File: src/rtl/button_reader_pkg.sv
// Shared types and helpers for the front-panel button reader.
// Channel FSM encoding, board clock rate and a constant-safe clog2.
package button_reader_pkg;

   typedef enum logic [1:0] {
      ST_UP       = 2'd0,
      ST_UP_CHK   = 2'd1,
      ST_DOWN     = 2'd2,
      ST_DOWN_CHK = 2'd3
   } btn_st_e;

   localparam int unsigned CLK_HZ = 12000000;

   function automatic int unsigned clog2(input int unsigned v);
      int unsigned r;
      r = 0;
      for (int i = 0; i < 32; i++) begin
         if ((64'd1 << i) < 64'(v)) r = i + 1;
      end
      return r;
   endfunction

endpackage

File: src/rtl/button_channel.sv
// One button: 2-flop synchroniser, debounce FSM, optional long-press timer.
// Long-press logic is built only when BUTTON_READER_LONG_PRESS_EN is defined.
module button_channel
   import button_reader_pkg::*;
#(
   parameter int DEBOUNCE_CYCLES = 120000,
   parameter int LONG_CYCLES     = 12000000,
   parameter int ACTIVE_LOW      = 1
) (
   input  logic CLK,
   input  logic RST,
   input  logic btn_in,
   output logic btn_state,
   output logic btn_press,
   output logic btn_release,
   output logic btn_long
);

   localparam int DB_W = clog2(DEBOUNCE_CYCLES);
   localparam logic [DB_W-1:0] DB_LAST = DB_W'(DEBOUNCE_CYCLES - 1);
   localparam logic REL = (ACTIVE_LOW != 0);

   if (DEBOUNCE_CYCLES < 2 || LONG_CYCLES < 2) begin : g_bad_param
      $error("button_channel: cycle limits must be >= 2");
   end

   logic            sync1;
   logic            sync2;
   logic            pressed;
   btn_st_e         st;
   btn_st_e         st_nx;
   logic [DB_W-1:0] db_cnt;
   logic [DB_W-1:0] db_nx;
   logic            state_nx;
   logic            press_nx;
   logic            release_nx;

   assign pressed = sync2 ^ REL;

   always_ff @(posedge CLK) begin
      if (RST) begin
         sync1       <= REL;
         sync2       <= REL;
         st          <= ST_UP;
         db_cnt      <= '0;
         btn_state   <= 1'b0;
         btn_press   <= 1'b0;
         btn_release <= 1'b0;
      end else begin
         sync1       <= btn_in;
         sync2       <= sync1;
         st          <= st_nx;
         db_cnt      <= db_nx;
         btn_state   <= state_nx;
         btn_press   <= press_nx;
         btn_release <= release_nx;
      end
   end

   always_comb begin
      st_nx      = st;
      db_nx      = db_cnt;
      state_nx   = btn_state;
      press_nx   = 1'b0;
      release_nx = 1'b0;
      unique case (st)
         ST_UP: begin
            if (pressed) begin
               st_nx = ST_UP_CHK;
               db_nx = '0;
            end
         end
         ST_UP_CHK: begin
            if (!pressed) begin
               st_nx = ST_UP;
            end else if (db_cnt == DB_LAST) begin
               st_nx    = ST_DOWN;
               state_nx = 1'b1;
               press_nx = 1'b1;
            end else begin
               db_nx = db_cnt + 1'b1;
            end
         end
         ST_DOWN: begin
            if (!pressed) begin
               st_nx = ST_DOWN_CHK;
               db_nx = '0;
            end
         end
         ST_DOWN_CHK: begin
            if (pressed) begin
               st_nx = ST_DOWN;
            end else if (db_cnt == DB_LAST) begin
               st_nx      = ST_UP;
               state_nx   = 1'b0;
               release_nx = 1'b1;
            end else begin
               db_nx = db_cnt + 1'b1;
            end
         end
         default: st_nx = ST_UP;
      endcase
   end

`ifdef BUTTON_READER_LONG_PRESS_EN
   localparam int HOLD_W = clog2(LONG_CYCLES);
   localparam logic [HOLD_W-1:0] HOLD_LAST = HOLD_W'(LONG_CYCLES - 1);

   logic [HOLD_W-1:0] hold_cnt;
   logic              hold_done;
   logic              held;
   logic              long_nx;

   // Release bounces keep counting so a shaky hold still reaches the limit.
   always_comb begin
      held    = (st == ST_DOWN) || (st == ST_DOWN_CHK);
      long_nx = held && !hold_done && (hold_cnt == HOLD_LAST);
   end

   always_ff @(posedge CLK) begin
      if (RST) begin
         hold_cnt  <= '0;
         hold_done <= 1'b0;
         btn_long  <= 1'b0;
      end else begin
         btn_long <= long_nx;
         if (press_nx) begin
            hold_cnt  <= '0;
            hold_done <= 1'b0;
         end else if (held) begin
            if (hold_cnt == HOLD_LAST) hold_done <= 1'b1;
            else hold_cnt <= hold_cnt + 1'b1;
         end
      end
   end
`else
   assign btn_long = 1'b0;
`endif

endmodule

File: src/rtl/button_reader.sv
// Multi-channel debounced button reader for the iCESugar front panel.
// Long-press pulses require BUTTON_READER_LONG_PRESS_EN; otherwise BTN_LONG is 0.
module button_reader
   import button_reader_pkg::*;
#(
   parameter int CHANNELS        = 4,
   parameter int DEBOUNCE_CYCLES = 120000,
   parameter int LONG_CYCLES     = 12000000,
   parameter int ACTIVE_LOW      = 1
) (
   input  logic                CLK,
   input  logic                RST,
   input  logic [CHANNELS-1:0] BTN_IN,
   output logic [CHANNELS-1:0] BTN_STATE,
   output logic [CHANNELS-1:0] BTN_PRESS,
   output logic [CHANNELS-1:0] BTN_RELEASE,
   output logic [CHANNELS-1:0] BTN_LONG
);

   for (genvar i = 0; i < CHANNELS; i++) begin : g_ch
      button_channel #(
         .DEBOUNCE_CYCLES(DEBOUNCE_CYCLES),
         .LONG_CYCLES    (LONG_CYCLES),
         .ACTIVE_LOW     (ACTIVE_LOW)
      ) u_ch (
         .CLK        (CLK),
         .RST        (RST),
         .btn_in     (BTN_IN[i]),
         .btn_state  (BTN_STATE[i]),
         .btn_press  (BTN_PRESS[i]),
         .btn_release(BTN_RELEASE[i]),
         .btn_long   (BTN_LONG[i])
      );
   end

endmodule

File: config.mk
export PLATFORM = sky130hd
export DESIGN_NAME = button_reader
export DESIGN_NICKNAME = d
export VERILOG_FILES = /design/src/rtl/button_reader_pkg.sv /design/src/rtl/button_channel.sv /design/src/rtl/button_reader.sv
export SDC_FILE = /design/constraint.sdc
export NUM_CORES = 1
export LEC_CHECK = 0
export CAP_MARGIN = 40
export CORE_ASPECT_RATIO = 1.2
export CORE_MARGIN = 2
export CORE_UTILIZATION = 38
export CTS_CLUSTER_SIZE = 10
export DETAILED_ROUTE_END_ITERATION = 10
export PLACE_DENSITY = 0.64
export SYNTH_ARGS = -nofsm -noshare
export SYNTH_HDL_FRONTEND = slang
export SYNTH_SLANG_ARGS = --single-unit
File: constraint.sdc
create_clock -name CLK -period 2.53 [get_ports CLK]
set_input_delay 0.253 -clock CLK [delete_from_list [all_inputs] [get_ports CLK]]
set_output_delay 0.253 -clock CLK [all_outputs]
set_load 0.005 [all_outputs]
Word-level counts from Yosys, hierarchy flattened --
Cells that the tools add are included.
Operators by class: equal/unequal tests 48, $add $sub $neg 4, muxes and demuxes 76, reduce and logical (&&, ||, !) cells 28, bitwise operators 12
Operators with widths (number):
- 17-bit two-way mux | 20
- 17-bit one-hot mux with 4 select lines | 4
- 17-bit by 1-bit adder with 17-bit output, second input constant | 4
- 17-bit == test, second input constant | 4
- 2-bit two-way mux | 24
- 2-bit by 1-bit inequality test with 1-bit output, second input constant | 16
- 2-bit one-hot mux with 4 select lines | 4
- 4-bit AND reduction | 8
- 3-bit OR reduction | 8
- 1-bit two-way mux | 20
- 5-bit AND reduction | 4
- 2-bit == test, second input constant | 8
- 2-bit inequality test, second input constant | 8
- 3-bit by 1-bit inequality test with 1-bit output, second input constant | 4
- 3-bit inequality test, second input constant | 4
- 1-bit NOT | 12
- 2-bit by 1-bit == test with 1-bit output, second input constant | 4
- 2-bit zero test | 4
- 1-bit one-hot mux with 2 select lines | 4
- 2-bit nonzero test | 4
Word-level totals: flip-flop bits (word level) 96, logic and storage cells 196, bits of input ports 6

Depth between registers and ports, before layout --
depth in word-level cells 4, depth in mapped cells 7

Hierarchy --
Synthesis repeated with hierarchy kept, for this count alone.
Unflattened totals: cells, all modules 673, area, all modules 5577.8 sq um
Modules (own cells, without submodules):
- button_channel (g_ch[1].u_ch ...) | instances 2, area each 1402.6 sq um, seq. area each 480.5 sq um, cells each 171
- button_channel (g_ch[3].u_ch) | instances 1, area each 1433.9 sq um, seq. area each 480.5 sq um, cells each 172
- button_channel (g_ch[0].u_ch) | instances 1, area each 1338.8 sq um, seq. area each 480.5 sq um, cells each 159

Least setup slack after synthesis --
No wires, ideal clock.
path type reg2reg, start point register g_ch[3].u_ch.db_cnt[8], end point register g_ch[3].u_ch.btn_state, setup time 123 ps, clock period less this slack 1880 ps, slack 650 ps, buffers on the path 0, cell stages (with the launch flop) 5, arrival 1757 ps, path through dfxtp_1 or4b_4 nor4_4 nand3_2 a311o_2
Between the ends: cells in the longest elaborated chain, start to end 3, elaborated cells on any way between the ends 4, classes of those cells 3 x eq/ne; 1 x reduce/logical
RTL lines:
- start, declared | line button_channel.sv:32 | logic [DB_W-1:0] db_cnt;
- start signal, assigned | line button_channel.sv:53 | db_cnt <= db_nx;
- 17-bit == test (*) | line button_channel.sv:76, button_channel.sv:93
- 2-bit by 1-bit inequality test with 1-bit output (no line)
- 5-bit AND reduction (no line) (*)
- end signal, assigned | line button_channel.sv:54 | btn_state <= state_nx;
- end, declared | line button_channel.sv:13 | output logic btn_state,
Every way passes the cells marked *; elsewhere a longest branch is shown, timed or not. A chain may end at the register's enable or synchronous reset.

Worst setup path after layout --
start point register g_ch[1].u_ch.st[0], end point register g_ch[1].u_ch.btn_state
Between the ends: cells in the longest elaborated chain, start to end 3, elaborated cells on any way between the ends 9, classes of those cells 6 x eq/ne; 1 x mux; 2 x reduce/logical
RTL lines:
- start, declared | line button_channel.sv:30 | btn_st_e st;
- start signal, assigned | line button_channel.sv:52 | st <= st_nx;
- 2-bit == test or 2-bit by 1-bit == test with 1-bit output (tied branches) | line button_channel.sv:66 | unique case (st)
- 2-bit by 1-bit inequality test with 1-bit output (no line) (tied with other cells)
- 5-bit AND reduction (no line)
- end signal, assigned | line button_channel.sv:54
- end, declared | line button_channel.sv:13
Parallel ways exist; a longest one is shown, timed or not.

==> qor.txt <==
status: finished clean
# resized after CTS: 0
Post-synth top flop: dfxtp_1
CP arrival: 2.37 ns
Starting Density: 0.391
grt met3 use: 0.0345
top-count cell post-synth: dfxtp_1
post-layout minimum cycle time: 2.14 ns
Mapped Area: 0.00454 mm2
Final Max Slew Viols: 0
Post-synth EDFFs: 0
most frequent cells after synthesis: dfxtp_1 (96), nor2_1 (57), nand2_1 (35)
CP required: 2.76 ns
CTS buffer count: 9
DR vias/cell: 5.31
Root Buffer: clkbuf_16
HPWL after DPL: 6110 um
Yosys top cell by area: dfxtp_1
total gr overflow: 0
largest net degree at the start of global routing: 54
CTS Hold Bufs: 0
synthesized flop and latch total: 96
Distinct cells, synth: 62
met1 Resource Use GR: 0.177
Placer Congestion: 0.852
Crit Path Max Fanout: 12
worst-margin pin slew: 0.828 ns
Slew headroom: 0.444
Most Used Layer, Global Route: met2
Inserted Diodes: 0
PD cells: 589 mW/mm2
Residual DRC: 0
Seq/Total Area, Yosys: 0.423
TNS Setup: 0 ns
Core ar.: 0.0116 mm2
RSZ-0062 raised after global routing: false
TritonCTS Sinks: 96
setup bufs post-CTS: 0
clock buffer depth: 2
Worst-path clk slew: 0.07 ns
initial drt markers: 199
routed length per instance: 12.9 um
Final period util: 0.848
nets: 538
Fin. Hold Viols: 0
fin area: 0.00507 mm2
vias after detailed routing: 3665
Die H: 124 um
Hold Path Class: reg -> reg
first-pass GRT wire length: 15500 um
fmax: 466 MHz
clock latency on the worst-skew pair: 0.34 ns
gr usage total: 0.145
Async SR Flop Fraction: 0
Die Width: 104 um
final setup fails: 0
CTS H-tree depth: 3
Area Growth Syn to Fin: 11.8%
Total Wirelength: 8910 um
# IOs: 22
IR drop worst, VDD: 0.000303 V
Final ANT Viol Nets: 0
Post-Syn Instances: 526
Yosys warning count: 0
GR Util met2: 0.250
Clock Skews: 0.00815 ns
std cell rows: 43
LEAKAGE: 1.72 nW
DIE AREA: 0.0128 mm2
post-synth top area share: 0.423
top post-synthesis cells by area: dfxtp_1 (42%), xor2_1 (5.0%), nor2_1 (4.7%), nand4_1 (3.2%), xnor2_1 (3.1%)
CP Capture Type: flop
share of layout cells above drive strength 1: 0.101
Syn Area/Cell: 8.63 um2
CTS tree: built
vias in the first global route: 3470
Pre-Repair DR Iteration Count: 5
CP startpoint kind: flop
number of port buffers: 17
max-cap viol count: 0
dpl cell area: 0.00478 mm2
worst setup path class: reg -> reg
antenna violations before repair: 0
-- power by group --
part / internal [mW] / switching (mW) / total (mW)
logic: 0.0522 / 0.0669 / 0.119
registers: 1.53 / 0.0200 / 1.55
clock network: 0.751 / 0.570 / 1.32
total: 2.33 / 0.657 / 2.99
-- layout by cell type, fill, tap and decap left out, types with 5 or more instances in the layout --
cell type | synthesis | routed
nor3_1 | 19 | 19
xnor2_1 | 16 | 16
xor2_1 | 26 | 26
or3_1 | 5 | 5
nand4b_1 | 5 | 5
a31oi_1 | 8 | 8
a41oi_1 | 5 | 5
a211oi_1 | 9 | 9
inv_1 | 16 | 16
o21ai_0 | 13 | 13
dfxtp_1 | 96 | 96
nand3_1 | 25 | 25
nor2_1 | 57 | 57
and2_1 | 5 | 5
and3_1 | 7 | 7
or2_2 | 13 | 13
nand4_1 | 23 | 23
nand2_1 | 35 | 35
buf_4 | 16 | 11
a21oi_1 | 23 | 23
clkbuf_16 | 0 | 9
clkdlybuf4s50_1 | 0 | 16
nor4_1 | 12 | 12
-- metal layers --
layer  vias to the layer above  part of all wire
met3                         8             0.028
met2                        45              0.48
li1                       1890                 -
met4                         0             0.011
met1                      1722              0.48
met5                         -                 0
-- metrics by stage --
| step | setup slack [ns] | instances | hold WS, ns | total power [mW] | utilization |
|---|---|---|---|---|---|
| after detailed placement | 0.449 | 674 | 0.393 | 1.70 | 0.411 |
| after global placement | 0.446 | 673 | 0.392 | 1.70 | 0.411 |
| final | 0.386 | 690 | 0.408 | 2.99 | 0.437 |
| after global routing | 0.214 | 690 | 0.424 | 3.11 | 0.437 |
| after floorplan | 0.650 | 529 | 0.357 | 1.67 | - |
| after CTS | 0.436 | 690 | 0.410 | 3.03 | 0.437 |
-- logic make-up (layout without fill, tap and decap cells) --
logic type / Yosys count / count (layout) / synth area share
compound gates: 89 / 89 / 0.133
xor+xnor: 42 / 42 / 0.0811
fa+ha+maj: 4 / 4 / 0.0110
buf+inv: 56 / 60 / 0.0604
flops: 96 / 96 / 0.423
mux: 2 / 2 / 0.00441
other cells: 1 / 4 / 0.000826
simple gates: 236 / 236 / 0.286
-- state kept, by name, indices dropped and copies added (netlist names), named ones only --
signal                 cells
g_ch.u_ch.sync1            4
g_ch.u_ch.sync2            4
g_ch.u_ch.db_cnt          68
g_ch.u_ch.btn_state        4
g_ch.u_ch.btn_release      4
g_ch.u_ch.btn_press        4
g_ch.u_ch.st               4
-- worst paths after layout --
path                                          from                      to  slack (ns)  depth (start not counted)
worst max-delay path            g_ch[1].u_ch.st[0]  g_ch[1].u_ch.btn_state        0.39                          4
worst min-delay path            g_ch[3].u_ch.sync1      g_ch[3].u_ch.sync2        0.41                          1
worst max register to register  g_ch[1].u_ch.st[0]  g_ch[1].u_ch.btn_state        0.39                          4
worst min register to register  g_ch[3].u_ch.sync1      g_ch[3].u_ch.sync2        0.41                          1
-- cell type report --
| cell class | count | area (um2) |
|---|---|---|
| Inverter | 16 | 60.1 |
| Tap cell | 157 | 196 |
| Timing Repair Buffer | 28 | 248 |
| Clock buffer | 13 | 270 |
| Clock inverter | 3 | 23.8 |
| Sequential cell | 96 | 1920 |
| Fill cell | 1177 | 6550 |
| Multi-Input combinational cell | 377 | 2350 |
-- critical path: stages, from the launching register on --
cell,delay (ns)
dfxtp_1,0.55
inv_1,0.24
nor4b_1,0.29
nand4_1,0.46
a311o_1,0.50
No activity file was read; power rests on OpenSTA's default activity.
